## config.mk

```make
export PLATFORM = sky130hd
export DESIGN_NAME = sdram_bridge_flat
export DESIGN_NICKNAME = d
export VERILOG_FILES = /design/src/rtl/sdram_bridge_pkg.sv /design/src/rtl/sdram_bridge_if.sv /design/src/rtl/sdram_bridge_refresh_timer.sv /design/src/rtl/sdram_bridge.sv /design/src/flat_wrapper.sv
export SDC_FILE = /design/constraint.sdc
export NUM_CORES = 1
export LEC_CHECK = 0
export BUFFER_PORTS_ARGS = -buffer_cell sky130_fd_sc_hd__buf_2
export CELL_PAD_IN_SITES_DETAIL_PLACEMENT = 1
export CELL_PAD_IN_SITES_GLOBAL_PLACEMENT = 2
export CORE_MARGIN = 5
export CORE_UTILIZATION = 26
export CTS_CLUSTER_DIAMETER = 80
export DETAILED_ROUTE_END_ITERATION = 6
export GPL_TIMING_DRIVEN = 0
export PLACE_DENSITY = 0.81
export SYNTH_ARGS = -nofsm -noshare
export SYNTH_HDL_FRONTEND = slang
export SYNTH_SLANG_ARGS = --single-unit
```

## constraint.sdc

```tcl
create_clock -name i_clk -period 2.2 [get_ports i_clk]
set_input_delay 0.11 -clock i_clk [delete_from_list [all_inputs] [get_ports i_clk]]
set_output_delay 0.11 -clock i_clk [all_outputs]
set_load 0.02 [all_outputs]
```

## src/rtl/sdram_bridge_pkg.sv

```systemverilog
// ---------------------------------------------------------------------------
// sdram_bridge_pkg
// Shared definitions for the CPU-to-SDRAM command bridge: default clock and
// refresh parameters, the bridge FSM state encoding, the refresh debt limit
// and the byte-merge helper used by read-modify-write.
// No ports (package).
// ---------------------------------------------------------------------------
package sdram_bridge_pkg;

    // Defaults match the 48 MHz main clock and a 15 us refresh interval
    localparam int CLK_HZ_DEFAULT     = 48_000_000;
    localparam int REFRESH_US_DEFAULT = 15;
    localparam int ADDR_W_DEFAULT     = 23;

    // Refresh debt is a 2-bit saturating count
    localparam int         DEBT_W   = 2;
    localparam logic [1:0] DEBT_MAX = 2'd3;

    // A byte_we of all ones is the only write that skips the read phase
    localparam logic [3:0] WE_FULL = 4'hF;

    typedef enum logic [2:0] {
        ST_IDLE,
        ST_REFRESH,
        ST_RD_ISSUE,
        ST_RD_WAIT,
        ST_WR_ISSUE,
        ST_WR_WAIT,
        ST_DONE
    } state_t;

    // Number of main-clock cycles between refresh requests
    function automatic int refreshCycles(input int clkHz, input int refreshUs);
        return clkHz / 1_000_000 * refreshUs;
    endfunction

    // Builds the word written back by a partial write: enabled bytes come from
    // the CPU, the rest are preserved from what the SDRAM returned
    function automatic logic [31:0] mergeBytes(input logic [3:0]  byteWe,
                                               input logic [31:0] writeData,
                                               input logic [31:0] readData);
        logic [31:0] merged;
        merged = '0;
        for (int i = 0; i < 4; i++) begin
            merged[i*8 +: 8] = byteWe[i] ? writeData[i*8 +: 8] : readData[i*8 +: 8];
        end
        return merged;
    endfunction

endpackage

```

## src/rtl/sdram_bridge_if.sv

```systemverilog
// ---------------------------------------------------------------------------
// sdram_bridge_if
// Bus bundles on either side of the bridge.
//
// sdram_bridge_mem_if : SoC memory bus.
//   master (CPU)    drives select, address[31:2], byteWe, dataWrite
//                   receives dataRead, pause, dataReady
//   slave  (bridge) the opposite directions
//
// sdram_bridge_cmd_if : SDRAM controller command interface.
//   master (bridge) drives cmdRead, cmdWrite, cmdRefresh, address, dataIn
//                   receives dataOut, dataReady, busy
//   slave  (sdram)  the opposite directions
// ---------------------------------------------------------------------------
interface sdram_bridge_mem_if;
    logic        select;
    logic [31:2] address;
    logic [3:0]  byteWe;
    logic [31:0] dataWrite;
    logic [31:0] dataRead;
    logic        pause;
    logic        dataReady;

    modport master (
        output select, address, byteWe, dataWrite,
        input  dataRead, pause, dataReady
    );

    modport slave (
        input  select, address, byteWe, dataWrite,
        output dataRead, pause, dataReady
    );
endinterface

interface sdram_bridge_cmd_if
    import sdram_bridge_pkg::*;
#(
    parameter int ADDR_W = ADDR_W_DEFAULT
);
    logic              cmdRead;
    logic              cmdWrite;
    logic              cmdRefresh;
    logic [ADDR_W-1:0] address;
    logic [31:0]       dataIn;
    logic [31:0]       dataOut;
    logic              dataReady;
    logic              busy;

    modport master (
        output cmdRead, cmdWrite, cmdRefresh, address, dataIn,
        input  dataOut, dataReady, busy
    );

    modport slave (
        input  cmdRead, cmdWrite, cmdRefresh, address, dataIn,
        output dataOut, dataReady, busy
    );
endinterface

```

## src/rtl/sdram_bridge_refresh_timer.sv

```systemverilog
// ---------------------------------------------------------------------------
// sdram_bridge_refresh_timer
// Free-running refresh interval counter plus the outstanding-refresh debt.
// Every expiry adds one refresh owed; every refresh the bridge issues pays one
// back. Debt saturates at DEBT_MAX and an expiry that finds it saturated sets
// a sticky overrun flag.
//
// Ports:
//   i_clk            main clock
//   i_rst            synchronous active-high reset
//   i_refreshIssue   bridge is issuing a refresh command this cycle
//   o_debt           refreshes currently owed
//   o_overrun        sticky: an expiry was lost because debt was saturated
// ---------------------------------------------------------------------------
module sdram_bridge_refresh_timer
    import sdram_bridge_pkg::*;
#(
    parameter int REFRESH_CYCLES = 720
) (
    input  logic              i_clk,
    input  logic              i_rst,
    input  logic              i_refreshIssue,
    output logic [DEBT_W-1:0] o_debt,
    output logic              o_overrun
);

    localparam int               CNT_W  = (REFRESH_CYCLES > 1) ? $clog2(REFRESH_CYCLES) : 1;
    localparam logic [CNT_W-1:0] RELOAD = CNT_W'(REFRESH_CYCLES - 1);

    logic [CNT_W-1:0]  r_count;
    logic [DEBT_W-1:0] r_debt;
    logic              r_overrun;
    logic              w_expire;

    assign w_expire  = (r_count == '0);
    assign o_debt    = r_debt;
    assign o_overrun = r_overrun;

    // The counter runs REFRESH_CYCLES-1 down to 0 and reloads, so one expiry
    // happens every REFRESH_CYCLES clocks regardless of bus activity.
    // An expiry and an issued refresh in the same cycle cancel each other,
    // which keeps the debt unchanged and cannot trigger an overrun.
    always_ff @(posedge i_clk) begin
        if (i_rst) begin
            r_count   <= RELOAD;
            r_debt    <= '0;
            r_overrun <= 1'b0;
        end else begin
            r_count <= w_expire ? RELOAD : (r_count - CNT_W'(1));

            if (w_expire && !i_refreshIssue) begin
                if (r_debt == DEBT_MAX) begin
                    r_overrun <= 1'b1;
                end else begin
                    r_debt <= r_debt + DEBT_W'(1);
                end
            end else if (!w_expire && i_refreshIssue && (r_debt != '0)) begin
                r_debt <= r_debt - DEBT_W'(1);
            end
        end
    end

endmodule

```

## src/rtl/sdram_bridge.sv

```systemverilog
// ---------------------------------------------------------------------------
// sdram_bridge
// CPU-side initiator for the SDRAM controller. Accepts SoC memory bus
// requests, stalls the CPU while the request is in flight, issues single-cycle
// read/write/refresh commands only while the controller is idle, keeps up
// with periodic refresh and turns partial writes into read-modify-write.
//
// Ports:
//   i_clk             main clock, single clock domain
//   i_rst             synchronous active-high reset
//   memBus            SoC memory bus (slave side of sdram_bridge_mem_if)
//                       select/address/byteWe/dataWrite in, CPU holds them
//                       while pause is high; dataRead/dataReady valid in the
//                       DONE cycle; pause stalls the CPU
//   sdramBus          SDRAM command bus (master side of sdram_bridge_cmd_if)
//                       cmdRead/cmdWrite/cmdRefresh one-cycle pulses,
//                       address latched word address, dataIn write data,
//                       dataOut/dataReady read return, busy controller busy
//   o_refreshOverrun  sticky: refresh debt saturated and an interval was lost
// ---------------------------------------------------------------------------
module sdram_bridge
    import sdram_bridge_pkg::*;
#(
    parameter int CLK_HZ     = CLK_HZ_DEFAULT,
    parameter int REFRESH_US = REFRESH_US_DEFAULT,
    parameter int ADDR_W     = ADDR_W_DEFAULT
) (
    input  logic                i_clk,
    input  logic                i_rst,
    sdram_bridge_mem_if.slave   memBus,
    sdram_bridge_cmd_if.master  sdramBus,
    output logic                o_refreshOverrun
);

    localparam int REFRESH_CYCLES = refreshCycles(CLK_HZ, REFRESH_US);

    state_t            r_state;
    logic              r_cmdRead;
    logic              r_cmdWrite;
    logic              r_cmdRefresh;
    logic [ADDR_W-1:0] r_address;
    logic [3:0]        r_byteWe;
    logic [31:0]       r_dataIn;
    logic [31:0]       r_readData;
    logic              r_dataReady;
    logic              r_busySeen;

    logic [DEBT_W-1:0] w_debt;
    logic              w_debtPending;
    logic              w_refreshIssue;
    logic              w_overrun;

    assign w_debtPending = (w_debt != '0);

    // Refresh wins over a waiting CPU request, but only from IDLE, so an
    // in-flight read-modify-write is never split by a refresh
    assign w_refreshIssue = (r_state == ST_IDLE) && w_debtPending && !sdramBus.busy;

    sdram_bridge_refresh_timer #(
        .REFRESH_CYCLES (REFRESH_CYCLES)
    ) u_refreshTimer (
        .i_clk          (i_clk),
        .i_rst          (i_rst),
        .i_refreshIssue (w_refreshIssue),
        .o_debt         (w_debt),
        .o_overrun      (w_overrun)
    );

    // CPU sees the stall from the very first select cycle and is released
    // only during the single DONE cycle
    assign memBus.pause     = memBus.select && (r_state != ST_DONE);
    assign memBus.dataRead  = r_readData;
    assign memBus.dataReady = r_dataReady;

    assign sdramBus.cmdRead    = r_cmdRead;
    assign sdramBus.cmdWrite   = r_cmdWrite;
    assign sdramBus.cmdRefresh = r_cmdRefresh;
    assign sdramBus.address    = r_address;
    assign sdramBus.dataIn     = r_dataIn;

    assign o_refreshOverrun = w_overrun;

    // Address bits above the SDRAM word address simply alias onto it
    generate
        if (ADDR_W < 30) begin : g_unusedAddr
            logic w_unusedAddrBits;
            assign w_unusedAddrBits = ^memBus.address[31:ADDR_W+2];
        end
    endgenerate

    // Bridge FSM. Command strobes and the CPU data-ready flag are cleared by
    // default every cycle, so any state that sets one produces exactly a
    // one-cycle pulse. A command is only set on an edge where busy was
    // sampled low, so nothing is ever issued to a busy controller.
    // For write and refresh completion the controller must first be seen
    // busy and then idle again; r_busySeen remembers the first half.
    // r_dataIn holds the CPU write data until a partial write's read returns,
    // at which point it is replaced by the merged word.
    always_ff @(posedge i_clk) begin
        if (i_rst) begin
            r_state      <= ST_IDLE;
            r_cmdRead    <= 1'b0;
            r_cmdWrite   <= 1'b0;
            r_cmdRefresh <= 1'b0;
            r_address    <= '0;
            r_byteWe     <= '0;
            r_dataIn     <= '0;
            r_readData   <= '0;
            r_dataReady  <= 1'b0;
            r_busySeen   <= 1'b0;
        end else begin
            r_cmdRead    <= 1'b0;
            r_cmdWrite   <= 1'b0;
            r_cmdRefresh <= 1'b0;
            r_dataReady  <= 1'b0;

            case (r_state)
                ST_IDLE: begin
                    if (w_refreshIssue) begin
                        r_cmdRefresh <= 1'b1;
                        r_busySeen   <= 1'b0;
                        r_state      <= ST_REFRESH;
                    end else if (memBus.select && !sdramBus.busy) begin
                        r_address <= memBus.address[ADDR_W+1:2];
                        r_byteWe  <= memBus.byteWe;
                        r_dataIn  <= memBus.dataWrite;
                        if (memBus.byteWe == WE_FULL) begin
                            r_state <= ST_WR_ISSUE;
                        end else begin
                            r_state <= ST_RD_ISSUE;
                        end
                    end
                end

                ST_REFRESH: begin
                    if (sdramBus.busy) begin
                        r_busySeen <= 1'b1;
                    end else if (r_busySeen) begin
                        r_state <= ST_IDLE;
                    end
                end

                ST_RD_ISSUE: begin
                    if (!sdramBus.busy) begin
                        r_cmdRead <= 1'b1;
                        r_state   <= ST_RD_WAIT;
                    end
                end

                ST_RD_WAIT: begin
                    if (sdramBus.dataReady) begin
                        r_readData <= sdramBus.dataOut;
                        if (r_byteWe == 4'h0) begin
                            r_dataReady <= 1'b1;
                            r_state     <= ST_DONE;
                        end else begin
                            r_dataIn <= mergeBytes(r_byteWe, r_dataIn, sdramBus.dataOut);
                            r_state  <= ST_WR_ISSUE;
                        end
                    end
                end

                ST_WR_ISSUE: begin
                    if (!sdramBus.busy) begin
                        r_cmdWrite <= 1'b1;
                        r_busySeen <= 1'b0;
                        r_state    <= ST_WR_WAIT;
                    end
                end

                ST_WR_WAIT: begin
                    if (sdramBus.busy) begin
                        r_busySeen <= 1'b1;
                    end else if (r_busySeen) begin
                        r_state <= ST_DONE;
                    end
                end

                ST_DONE: begin
                    r_state <= ST_IDLE;
                end

                default: begin
                    r_state <= ST_IDLE;
                end
            endcase
        end
    end

endmodule

```

## src/flat_wrapper.sv

```systemverilog
// flat-port wrapper written by rule: the top's interface ports become plain ports
module sdram_bridge_flat import sdram_bridge_pkg::*;
#(
    parameter int CLK_HZ     = CLK_HZ_DEFAULT,
    parameter int REFRESH_US = REFRESH_US_DEFAULT,
    parameter int ADDR_W     = ADDR_W_DEFAULT
)
  (i_clk, i_rst, o_refreshOverrun, memBus_select, memBus_address, memBus_byteWe, memBus_dataWrite, memBus_dataRead, memBus_pause, memBus_dataReady, sdramBus_cmdRead, sdramBus_cmdWrite, sdramBus_cmdRefresh, sdramBus_address, sdramBus_dataIn, sdramBus_dataOut, sdramBus_dataReady, sdramBus_busy);
  sdram_bridge_mem_if memBus_i ();
  sdram_bridge_cmd_if #(.ADDR_W(ADDR_W)) sdramBus_i ();
  input  logic i_clk;
  input  logic i_rst;
  output logic o_refreshOverrun;
  input wire logic [$bits(memBus_i.select)-1:0] memBus_select;
  input wire logic [$bits(memBus_i.address)-1:0] memBus_address;
  input wire logic [$bits(memBus_i.byteWe)-1:0] memBus_byteWe;
  input wire logic [$bits(memBus_i.dataWrite)-1:0] memBus_dataWrite;
  output wire logic [$bits(memBus_i.dataRead)-1:0] memBus_dataRead;
  output wire logic [$bits(memBus_i.pause)-1:0] memBus_pause;
  output wire logic [$bits(memBus_i.dataReady)-1:0] memBus_dataReady;
  output wire logic [$bits(sdramBus_i.cmdRead)-1:0] sdramBus_cmdRead;
  output wire logic [$bits(sdramBus_i.cmdWrite)-1:0] sdramBus_cmdWrite;
  output wire logic [$bits(sdramBus_i.cmdRefresh)-1:0] sdramBus_cmdRefresh;
  output wire logic [$bits(sdramBus_i.address)-1:0] sdramBus_address;
  output wire logic [$bits(sdramBus_i.dataIn)-1:0] sdramBus_dataIn;
  input wire logic [$bits(sdramBus_i.dataOut)-1:0] sdramBus_dataOut;
  input wire logic [$bits(sdramBus_i.dataReady)-1:0] sdramBus_dataReady;
  input wire logic [$bits(sdramBus_i.busy)-1:0] sdramBus_busy;
  assign memBus_i.select = memBus_select;
  assign memBus_i.address = memBus_address;
  assign memBus_i.byteWe = memBus_byteWe;
  assign memBus_i.dataWrite = memBus_dataWrite;
  assign memBus_dataRead = memBus_i.dataRead;
  assign memBus_pause = memBus_i.pause;
  assign memBus_dataReady = memBus_i.dataReady;
  assign sdramBus_cmdRead = sdramBus_i.cmdRead;
  assign sdramBus_cmdWrite = sdramBus_i.cmdWrite;
  assign sdramBus_cmdRefresh = sdramBus_i.cmdRefresh;
  assign sdramBus_address = sdramBus_i.address;
  assign sdramBus_dataIn = sdramBus_i.dataIn;
  assign sdramBus_i.dataOut = sdramBus_dataOut;
  assign sdramBus_i.dataReady = sdramBus_dataReady;
  assign sdramBus_i.busy = sdramBus_busy;
  sdram_bridge #(.CLK_HZ(CLK_HZ), .REFRESH_US(REFRESH_US), .ADDR_W(ADDR_W)) u_core (.i_clk(i_clk), .i_rst(i_rst), .memBus(memBus_i), .sdramBus(sdramBus_i), .o_refreshOverrun(o_refreshOverrun));
endmodule
```

# ---- Yosys cells after proc, flatten, opt, wreduce, memory -nomap -nowiden
# Index checks and enable logic that the tools add are counted.
dict set report word_totals {
  reg_bits 112
  out_inout_bits 93
  word_cells 115
}
dict set report classes {
  n_addsub 3
  eq_ne 26
  mux 31
  bitwise 6
  reduce_logical 33
}
# op count
set op_table {}
lappend op_table {{$mux 32} 4}
lappend op_table {{$pmux 32 s2} 1}
lappend op_table {{$mux 8} 4}
lappend op_table {{$mux 3} 10}
lappend op_table {{$ne 2x2->1 const B} 14}
lappend op_table {{$reduce_and 6->1} 4}
lappend op_table {{$pmux 3 s6} 1}
lappend op_table {{$logic_not 10->1} 1}
lappend op_table {{$reduce_or 2->1} 5}
lappend op_table {{$sub 10x1->10 const B} 1}
lappend op_table {{$mux 2} 4}
lappend op_table {{$reduce_and 8->1} 1}
lappend op_table {{$logic_and 1x1->1} 7}
lappend op_table {{$eq 3x2->1 const B} 2}
lappend op_table {{$eq 3x3->1 const B} 2}
lappend op_table {{$mux 1} 6}
lappend op_table {{$ne 2x1->1 const B} 3}
lappend op_table {{$ne 3x3->1 const B} 2}
lappend op_table {{$not 1->1} 6}
lappend op_table {{$reduce_and 2->1} 3}
lappend op_table {{$reduce_bool 2->1} 3}
lappend op_table {{$eq 4x4->1 const B} 1}
lappend op_table {{$logic_not 4->1} 1}
lappend op_table {{$reduce_and 4->1} 1}
lappend op_table {{other kinds (10)} 12}

# ---- Longest topological paths before layout
dict set report depth {
  depth_word 7
  depth_mapped 8
  depth_no_buf 7
}

# ---- Cells and area by module
# From an unflattened synthesis, not the netlist that was laid out.
dict set report unflattened {
  hier_cells 547
  area_unflattened_um2 4799.6
}
# module n_inst cells_per_inst area_each_um2 seq_area_each_um2
set by_module_without_submodules {}
lappend by_module_without_submodules {sdram_bridge 1 471 4161.5 1981.9}
lappend by_module_without_submodules {sdram_bridge_refresh_timer 1 76 638.1 260.2}

# ---- Worst setup path after synthesis
# No wires, ideal clock.
dict set report synth_path {
  kind {reg2reg}
  start {reg u_core.u_refreshTimer.r_count[0]}
  end {reg u_core.u_refreshTimer.r_debt[0], in the netlist u_core.u_refreshTimer.o_debt[0]}
  setup_ps 86
  t_arrival_ps 1669
  required_ps 2114
  setup_slack_ps 445
  path_stages_with_launch 8
  cell_sequence {dfxtp_1 > inv_1 > ha_1 > or4b_4 > nor3_2 > nor2_1 > a21o_1 > a211oi_1}
}
dict set report synth_between {
  elab_chain_cells 6
  word_cells_on_any_way 9
  cone_classes {1 x eq/ne; 1 x mux; 7 x reduce/logical}
}
# element line
set synth_lines {}
lappend synth_lines {{start, declared} sdram_bridge_refresh_timer.sv:30} ;# logic [CNT_W-1:0] r_count;
lappend synth_lines {{start signal, assigned} sdram_bridge_refresh_timer.sv:49} ;# r_count <= w_expire ? RELOAD : (r_count - CNT_W'(1));
lappend synth_lines {{$logic_not 10->1 (*)} sdram_bridge_refresh_timer.sv:35} ;# assign w_expire = (r_count == '0);
lappend synth_lines {{$logic_not 1->1} sdram_bridge_refresh_timer.sv:57} ;# end else if (!w_expire && i_refreshIssue && (r_debt != '0)) begin
lappend synth_lines {{$logic_and 1x1->1 (2 in series)} sdram_bridge_refresh_timer.sv:57}
lappend synth_lines {{$reduce_bool 2->1 (no source line)} -}
lappend synth_lines {{$reduce_and 2->1 (no source line)} -}
lappend synth_lines {{end signal, assigned} sdram_bridge_refresh_timer.sv:55} ;# r_debt <= r_debt + DEBT_W'(1);
lappend synth_lines {{end signal, assigned} sdram_bridge_refresh_timer.sv:58} ;# r_debt <= r_debt - DEBT_W'(1);
lappend synth_lines {{end, declared} sdram_bridge_refresh_timer.sv:31} ;# logic [DEBT_W-1:0] r_debt;
# Every way passes the cells marked *; elsewhere a longest branch is shown, timed or not.
# A chain may end at the register's enable or synchronous reset.

# ---- Final worst setup path
dict set report layout_path {
  start {reg u_core.r_state[1]}
  end {reg u_core.r_dataIn[22], in the netlist u_core.sdramBus.dataIn[22]}
}
dict set report layout_between {
  elab_chain_cells 5
  word_cells_on_any_way 12
  cone_classes {6 x eq/ne; 1 x mux; 5 x reduce/logical}
}
# element line
set layout_lines {}
lappend layout_lines {{start, declared} sdram_bridge.sv:37} ;# state_t r_state;
lappend layout_lines {{start signal, assigned} sdram_bridge.sv:101} ;# r_state <= ST_IDLE;
lappend layout_lines {{start signal, assigned} sdram_bridge.sv:122} ;# r_state <= ST_REFRESH;
lappend layout_lines {{start signal, assigned} sdram_bridge.sv:128} ;# r_state <= ST_WR_ISSUE;
lappend layout_lines {{$logic_not 3->1} {sdram_bridge.sv:57, sdram_bridge.sv:117}}
lappend layout_lines {{$logic_and 1x1->1 (2 in series)} sdram_bridge.sv:57} ;# assign w_refreshIssue = (r_state == ST_IDLE) && w_debtPending && !sdramBus.busy;
lappend layout_lines {{$ne 2x2->1 (no source line)} -}
lappend layout_lines {{$reduce_and 6->1 (no source line)} -}
lappend layout_lines {{end signal, assigned} sdram_bridge.sv:126} ;# r_dataIn <= memBus.dataWrite;
lappend layout_lines {{end signal, assigned} sdram_bridge.sv:157} ;# r_dataIn <= mergeBytes(r_byteWe, r_dataIn, sdramBus.dataOut);
lappend layout_lines {{end, declared} sdram_bridge.sv:43} ;# logic [31:0] r_dataIn;
# Parallel ways exist; a longest one is shown, timed or not.

==> impl_metrics.env <==
export IMPL_status="finished, final reports clean"
export IMPL_synth_area_leaders="dfxtp_1 (49%), nand2_1 (13%), a21oi_1 (7.3%)"
export IMPL_dr_pass1_iters=4
export IMPL_drt_first_iter_violations=137
export IMPL_die_x_um=142
export IMPL_crit_end="u_core.sdramBus.dataIn[22]"
export IMPL_finClkSkew_ns=0.00747
export IMPL_synth_flop_cell="dfxtp_1"
export IMPL_clock_sinks=112
export IMPL_stdcell_count=1006
export IMPL_num_vias=4771
export IMPL_r2r_start="u_core.r_state[1]"
export IMPL_synth_edff_count=0
export IMPL_netlist_area_um2=4550
export IMPL_synth_top_area_share_pct=49.3
export IMPL_wirelength_mm=17.8
export IMPL_clk_path_buf_depth=2
export IMPL_critPathMaxFanout=10
export IMPL_fp_row_count=48
export IMPL_root_buffer="clkbuf_16"
export IMPL_powerDensity_nw_per_um2=918
export IMPL_start_util_pct=26.4
export IMPL_ys_warn_count=0
export IMPL_worst_slew_margin_rel_pct=55.8
export IMPL_wl_per_cell_um=17.7
export IMPL_portBuffers=187
export IMPL_cts_buffers=9
export IMPL_synth_seq_area_share_pct=49.3
export IMPL_setup_violations=0
export IMPL_viasPerCell=4.74
export IMPL_period_needed_ns=2.02
export IMPL_worstHoldPathCells=3
export IMPL_hold_viol=0
export IMPL_grt_overflow_total=0
export IMPL_rsz0062_at_grt="true"
export IMPL_dieArea_um2=20200
export IMPL_cp_arrival_ns=2.27
export IMPL_clk_pin_slew_worst_paths_ns=0.07
export IMPL_critPathKind="reg -> reg"
export IMPL_drc_errors=0
export IMPL_h_tree_depth=3
export IMPL_leakagePower_nw=2.72
export IMPL_worst_pin_slew_ns=0.663
export IMPL_synth_top_area_cell="dfxtp_1"
export IMPL_dp_final_hpwl_mm=14.0
export IMPL_syn_nets=661
export IMPL_synthCells=557
export IMPL_fin_nets=881
export IMPL_ios=196
export IMPL_finalSetupTns_ns=0
export IMPL_die_h_um=142
export IMPL_placed_cells=969
export IMPL_maxCapViolCount=0
export IMPL_critPathCaptureType="flop"
export IMPL_slew_violations=0
export IMPL_antenna_cells=0
export IMPL_ir_drop_v=0.000395
export IMPL_drtAntennaViolNets=0
export IMPL_hold_path_class="in -> reg"
export IMPL_crit_path_start_kind="flop"
export IMPL_reg2reg_depth=6
export IMPL_drive_gt1_share_pct=30.9
export IMPL_syn2layout_area_growth_pct=38.9
export IMPL_grt_usage_pct=17.3
export IMPL_avgSynthCellArea_um2=8.16
export IMPL_r2r_end="u_core.sdramBus.dataIn[22]"
export IMPL_synthArstFlopShare_pct=0
export IMPL_clock_latency_ns=0.35
export IMPL_synth_cell_types=49
export IMPL_ff2ff_setup_slack_ns=0.18
export IMPL_globalplace_congestion=0.807
export IMPL_post_route_period_util_pct=91.7
export IMPL_fmax_ghz=0.496
export IMPL_synth_seq_cells=112
export IMPL_grt_antenna_before_repair=1
export IMPL_first_global_vias=5083
export IMPL_grt_max_degree=17
export IMPL_crit_start="u_core.r_state[1]"
export IMPL_core_area_um2=17200
export IMPL_cts_setup_buffers=0
export IMPL_cts_tree="yes"
export IMPL_grt_pass1_wl_mm=27.4
export IMPL_required_ns=2.45
[sequential cells by signal, indices dropped and copies added (netlist names)]
| signal | cells |
|---|---|
| u_core.r_byteWe | 4 |
| u_core.u_refreshTimer.o_overrun | 1 |
| u_core.u_refreshTimer.r_count | 10 |
| u_core.memBus.dataReady | 1 |
| u_core.u_refreshTimer.o_debt | 2 |
| u_core.r_state | 3 |
| u_core.sdramBus.cmdWrite | 1 |
| u_core.r_busySeen | 1 |
| u_core.memBus.dataRead | 32 |
| u_core.sdramBus.cmdRead | 1 |
| u_core.sdramBus.cmdRefresh | 1 |
| u_core.sdramBus.address | 23 |
| u_core.sdramBus.dataIn | 32 |
[synth_stat cells (all sizes together) (2+ instances only)]
| cell | instances |
|---|---|
| nand2 | 164 |
| dfxtp | 112 |
| a21oi | 66 |
| nor2 | 43 |
| nand3 | 34 |
| a311oi | 32 |
| clkbuf | 26 |
| buf | 17 |
| o21ai | 8 |
| nor3 | 7 |
| xnor2 | 6 |
| nor2b | 5 |
| inv | 4 |
| nand2b | 3 |
| or2 | 3 |
| or4 | 3 |
| a2111oi | 2 |
| nor4 | 2 |
[critical path: stages (launching register included)]
cell	delay (ns)
dfxtp_1	0.40
buf_2	0.23
nor2b_1	0.15
buf_2	0.23
clkbuf_1	0.48
nand3_1	0.15
a311oi_1	0.29
[how the worst min path moves through the flow]
stage,to,from
6_report,u_core.memBus.dataRead[23],sdramBus_dataOut[23]
5_1_grt,u_core.memBus.dataRead[26],sdramBus_dataOut[26]
4_1_cts,u_core.memBus.dataRead[17],sdramBus_dataOut[17]
3_5_place_dp,u_core.sdramBus.address[18],memBus_address[18]
3_3_place_gp,u_core.sdramBus.address[22],memBus_address[22]
2_1_floorplan,u_core.r_byteWe[2],memBus_byteWe[2]
[placed cells by master, fill, tap and decap left out, drive strengths merged, types with 2 or more instances in the layout]
master,n
nor3,7
o21ai,8
dlygate4sd3,22
a311oi,32
buf,203
nor2,43
or4,3
nand3,34
a21oi,66
dfxtp,112
nor2b,5
nor4,2
nand2b,3
a2111oi,2
xnor2,6
nand2,164
or2,3
clkbuf,39
inv,4
bufinv,2
[cell type report]
class | count | area, um^2
clock buffer | 12 | 256
tap | 225 | 282
inverter | 4 | 15.0
buffer | 43 | 211
multi-input combinational | 398 | 2090
sequential | 112 | 2240
timing repair buffer | 209 | 1160
clock inverter | 3 | 65.1
fill | 2110 | 10900
[cell families after synthesis]
group	Yosys count	synth area share (%)
buf+inv	47	4.79
simple gates	274	26.8
fa+ha+maj	1	0.275
xor+xnor	7	1.35
compound gates	116	17.5
flops	112	49.3
[where the power goes]
part	switching (mW)	internal, mW
Clock	0.748	1.05
Combinational	1.09	0.556
Sequential	0.118	2.23
Total	1.96	3.84
[per-layer routing]
layer / up-vias / part of all wire [%] / track usage [%] / wire length [um]
li1: 2337 / - / - / -
met1: 2289 / 44 / 21.7 / 7750
met2: 129 / 49 / 30.0 / 8690
met3: 14 / 6.5 / 3.76 / 1170
met4: 2 / 1.0 / 4.39 / 181
met5: - / 0.073 / 0 / 13
[stage by stage]
step	power [mW]	area [um^2]	utilization [%]	worst slack (ns)	hold slack [ns]
after floorplan	3.38	4550	-	0.445	0.246
after global placement	3.95	5760	33.4	0.0473	0.352
after detailed placement	4.02	5760	33.4	-0.0786	0.357
after CTS	5.86	6310	36.6	0.0845	0.000376
after global routing	6.10	6310	36.6	-0.0160	0.00546
final	5.79	6310	36.6	0.183	0.0120
[timing repair]
action	CTS	global route
endpoints found under the setup margin	2	31
hold buffers	22	0
hold endpoints to repair	22	0
resized for setup	1	11
pin swaps	0	0
Power figures use the tool's default switching activity.
